File: src/rtl/hit_serializer.sv
// hit_serializer
//   Buffers multi-lane sample-test bundles (up to MULTI_TEST hits sharing one
//   color) in a DEPTH-entry FIFO and emits them one hit per cycle on a
//   valid/ready stream toward the z-buffer stage.
//
// Ports
//   clk, rst          clock; asynchronous active-low reset
//   hit_R18S          per-lane hit {x, y, depth}, signed
//   color_R18U        bundle color, shared by all lanes
//   hit_valid_R18H    per-lane valid (bundle lane mask)
//   halt_RnnnnL       high while a bundle can be accepted (FIFO not full)
//   hit_R19S          serialized hit
//   color_R19U        color of the serialized hit
//   hit_valid_R19H    serialized hit valid
//   hit_ready_R19H    downstream accepts the current hit
module hit_serializer #(
    parameter int SIGFIG     = 24,
    parameter int RADIX      = 10,
    parameter int AXIS       = 3,
    parameter int COLORS     = 3,
    parameter int MULTI_TEST = 4,
    parameter int DEPTH      = 4
) (
    input  logic                                              clk,
    input  logic                                              rst,
    input  logic signed [MULTI_TEST-1:0][AXIS-1:0][SIGFIG-1:0] hit_R18S,
    input  logic        [COLORS-1:0][SIGFIG-1:0]               color_R18U,
    input  logic        [MULTI_TEST-1:0]                       hit_valid_R18H,
    output logic                                              halt_RnnnnL,
    output logic signed [AXIS-1:0][SIGFIG-1:0]                 hit_R19S,
    output logic        [COLORS-1:0][SIGFIG-1:0]               color_R19U,
    output logic                                              hit_valid_R19H,
    input  logic                                              hit_ready_R19H
);

    localparam int PW = $clog2(DEPTH);
    localparam int CW = PW + 1;

    // Fraction bits are carried through untouched; only sanity-checked here.
    if (RADIX > SIGFIG) begin : g_bad_radix
        $error("RADIX must not exceed SIGFIG");
    end
    if ((DEPTH < 2) || ((1 << PW) != DEPTH)) begin : g_bad_depth
        $error("DEPTH must be a power of 2 and at least 2");
    end

    typedef struct packed {
        logic [MULTI_TEST-1:0][AXIS-1:0][SIGFIG-1:0] hit;
        logic [COLORS-1:0][SIGFIG-1:0]               color;
        logic [MULTI_TEST-1:0]                       mask;
    } bundle_t;

    bundle_t               mem [DEPTH];
    logic [PW-1:0]         wr_ptr, rd_ptr, rd_nxt;
    logic [CW-1:0]         count;
    logic [MULTI_TEST-1:0] wmask;      // lanes of the head bundle not yet sent
    logic [MULTI_TEST-1:0] sel_oh;     // lowest set bit of wmask
    logic [MULTI_TEST-1:0] wmask_clr;
    logic                  push, pop, pop_last;
    logic [AXIS-1:0][SIGFIG-1:0] sel_hit;

    assign halt_RnnnnL    = (count < CW'(DEPTH));
    assign hit_valid_R19H = (count != '0);
    assign push           = halt_RnnnnL && (|hit_valid_R18H);
    assign sel_oh         = wmask & (~wmask + MULTI_TEST'(1));
    assign wmask_clr      = wmask & ~sel_oh;
    assign pop            = hit_valid_R19H && hit_ready_R19H;
    assign pop_last       = pop && (wmask_clr == '0);
    assign rd_nxt         = rd_ptr + PW'(1);

    // Storage carries no reset; its contents are only observed while count!=0.
    always_ff @(posedge clk) begin
        if (push)
            mem[wr_ptr] <= {hit_R18S, color_R18U, hit_valid_R18H};
    end

    always_ff @(posedge clk or negedge rst) begin
        if (!rst) begin
            wr_ptr <= '0;
            rd_ptr <= '0;
            count  <= '0;
            wmask  <= '0;
        end else begin
            if (push)     wr_ptr <= wr_ptr + PW'(1);
            if (pop_last) rd_ptr <= rd_nxt;

            case ({push, pop_last})
                2'b10:   count <= count + CW'(1);
                2'b01:   count <= count - CW'(1);
                default: ;
            endcase

            if (pop_last) begin
                // Next head is either already stored, or (count==1) the
                // bundle arriving on this very edge, or nothing at all.
                if (count > CW'(1))
                    wmask <= mem[rd_nxt].mask;
                else if (push)
                    wmask <= hit_valid_R18H;
                else
                    wmask <= '0;
            end else if (pop) begin
                wmask <= wmask_clr;
            end else if (push && (count == '0)) begin
                wmask <= hit_valid_R18H;
            end
        end
    end

    always_comb begin
        sel_hit = '0;
        for (int i = 0; i < MULTI_TEST; i++)
            if (sel_oh[i]) sel_hit = mem[rd_ptr].hit[i];
    end

    // Outputs are forced to zero when empty so nothing stale leaks after reset.
    assign hit_R19S   = hit_valid_R19H ? sel_hit : '0;
    assign color_R19U = hit_valid_R19H ? mem[rd_ptr].color : '0;

endmodule

File: config.mk
export PLATFORM = sky130hd
export DESIGN_NAME = hit_serializer
export DESIGN_NICKNAME = d
export VERILOG_FILES = /design/src/rtl/hit_serializer.sv
export SDC_FILE = /design/constraint.sdc
export NUM_CORES = 1
export LEC_CHECK = 0
export CAP_MARGIN = 20
export CORE_ASPECT_RATIO = 0.9
export CORE_MARGIN = 2
export CORE_UTILIZATION = 52
export DETAILED_ROUTE_END_ITERATION = 10
export PLACE_DENSITY_LB_ADDON = 0.12
export SLEW_MARGIN = 40
export SYNTH_ARGS = -nofsm -noshare
export SYNTH_HDL_FRONTEND = slang
export SYNTH_SLANG_ARGS = --single-unit
File: constraint.sdc
create_clock -name clk -period 8.8 [get_ports clk]
set_input_delay 1.32 -clock clk [delete_from_list [all_inputs] [get_ports clk]]
set_output_delay 1.32 -clock clk [all_outputs]
set_load 0.02 [all_outputs]
==> reports/metrics.cfg <==
[synth]
synth_edf_count = 1456
seq_area_frac_synth = 0.788
synthTopCellsByArea = edfxtp_1 78%, mux4_2 13%, mux2i_1 2.0%
syn_inst = 2466
synth_top_area_frac = 0.783
ys.flop_type = edfxtp_1
synth_cell_types = 41
syn_avg_cell_area_sq_um = 22.6
ys_seq_elements = 1467
synthArstFlopShare = 0.00750
yosys_warnings = 0
synth_top_area_cell = edfxtp_1
synth.net_count = 2842
synth_area_sq_um = 55800

[timing]
slew_headroom = 0.403
skew_ns = 0.0246
setup_viol = 0
timing.fmax_mhz = 185
finalHoldViolCount = 0
tightest_slew_ns = 0.896
layout_setup_ws_ns = 3.39
rsz0062_at_grt = no
finalCritPeriodShare = 0.614
slew_violations = 0
min_period_ns = 5.41
setup-tns-final_ns = 0

[global_route]
track_usage = 0.224
grt_pass1_vias = 28117
overflow = 0
grt_pass1_wl_microns = 181000
antenna_found_initial = 42
grt_max_degree = 116

[floorplanning]
pin_count = 513
fp.coreArea_sq_um = 107000
rows = 114
start_util = 0.522
die_h_microns = 315
die_x_microns = 349
dieArea_sq_um = 110000

[clock_network]
cts_buffers = 147
cts.htree.levels = 4
root_buffer = clkbuf_16
tritoncts = yes
cts_buffer_depth = 3
cts.clk_slew.worst_paths_ns = 0.06
postCtsHoldBufs = 0
post_cts_resize_count = 0
clkLatencyLatePin_ns = 0.74
cts.sinks = 1467
cts_setup_buffers = 0

[final_layout]
num-nets-final = 3410
layout_common_cells = 1,456 x edfxtp_1, 512 x clkdlybuf4s50_1, 310 x mux4_2
final_common_cell = edfxtp_1
layout.cells.non_filler = 4558
drive_above_1_share = 0.192
syn2layout_area_growth_pct = 21.2

[min_path]
hold_start = count[0]
hp-class = reg2reg

[routing]
wl_per_cell_microns = 27.0
drtIter0Drc = 2355
routed_wl_microns = 123000
via_per_inst = 5.90
firstDrtPassIters = 7
vias = 26874
route.detailed.drc = 0
ant_nets = 0

[setup_path]
crit_required_ns = 7.48
critPathMaxFanout = 86
path_cells = inv_1, ha_1, nor2b_1, inv_4, buf_6, o21ai_0, a31oi_1, clkdlybuf4s50_1
cp-startpoint = count[0]
crit_path_start_kind = register
worstSetupPathType = reg2out
endpoint_kind = output port
critical_path_arrival_ns = 4.09
r2r-start = count[0]
critPathSlowestCell = clkdlybuf4s50_1
slowest_delay_ns = 0.69

[place]
io_buffers = 512
dp.cells = 4275
place_congestion = 0.740
dp_slack_ns = 4.04
dpl.hpwl_microns = 71700

[status]
status = finished clean

[power]
power.density_nw_per_um2 = 368
report.power.total_mw = 24.9
vdd_ir_drop_max_uv = 311
p_leak_nw = 21.7

[job]
drv_cap = 0

Yosys cell counts, types with 5 or more instances:
library cell / count
a221oi_1: 7
xnor2_1: 6
mux2i_1: 114
buf_2: 73
a22oi_1: 46
a221oi_2: 20
a31oi_1: 45
a32o_1: 29
dfrtp_1: 11
nor2_1: 5
nand2_1: 50
edfxtp_1: 1456
buf_1: 10
o21ai_0: 50
o221ai_1: 27
mux4_2: 310
inv_1: 11
buf_4: 9
nand2b_1: 28
and2_1: 74
clkbuf_1: 46
ha_1: 9
stage by stage:
stage / hold slack, ns / cell area [sq um] / util
global route: 0.615 / 67600 / 0.632
floorplan: 0.496 / 55800 / -
finish: 0.581 / 67700 / 0.632
CTS: 0.584 / 67600 / 0.632
global placement: 0.520 / 62400 / 0.584
detailed placement: 0.571 / 62800 / 0.587
routing by layer:
layer	up-vias	GRT usage	share of wire
li1	11655	-	-
met1	14110	0.299	0.40
met2	855	0.368	0.51
met3	210	0.0572	0.075
met4	44	0.0653	0.019
met5	-	0	0.0021
cell families after synthesis:
group / count (synthesis) / synth area share
AO/OA/AOI/OAI: 235 / 0.0330
XOR/XNOR: 6 / 0.000941
adder cells (fa/ha/maj): 9 / 0.00202
buffers and inverters: 154 / 0.0134
flip-flops: 1467 / 0.788
multiplexers: 424 / 0.145
AND/OR/NAND/NOR: 171 / 0.0173
worst paths after layout:
check / end / slack [ns] / cells past startpoint
max: hit_R19S[12] / 3.39 / 8
min: count[0] / 0.58 / 1
max reg2reg: count[2] / 5.82 / 10
min reg2reg: count[0] / 0.58 / 1
max in group asynchronous: rd_ptr[0] / 7.28 / 1
min in group asynchronous: count[1] / 1.01 / 1
power by group:
part | leakage [nW] | internal (mW) | switching, mW
Sequential | 13.5 | 9.55 | 0.404
Clock | 2.34 | 3.62 | 2.54
Combinational | 5.89 | 3.88 | 4.87
sequential cells by signal, indices dropped and copies added (netlist names):
| register | flops |
|---|---|
| mem | 1456 |
| wmask | 4 |
| count | 3 |
| rd_ptr | 2 |
| wr_ptr | 2 |
layout make-up:
| type | count | area [sq um] |
|---|---|---|
| Sequential cell | 1467 | 44000 |
| Fill cell | 7260 | 39300 |
| Multi-Input combinational cell | 845 | 11100 |
| Timing Repair Buffer | 561 | 5890 |
| Clock buffer | 178 | 3930 |
| Tap cell | 1392 | 1740 |
| Clock inverter | 85 | 845 |
| Inverter | 12 | 47.5 |
| Antenna cell | 18 | 45.0 |
worst max-delay path, delay by kind of cell, from the launching register on:
kind / cells / cell delay, ns
buffers and inverters: 4 / 1.81
flip-flops: 1 / 0.43
adder cells (fa/ha/maj): 1 / 0.23
AO/OA/AOI/OAI: 2 / 0.48
AND/OR/NAND/NOR: 1 / 0.25
(Power assumes the default switching activity.)
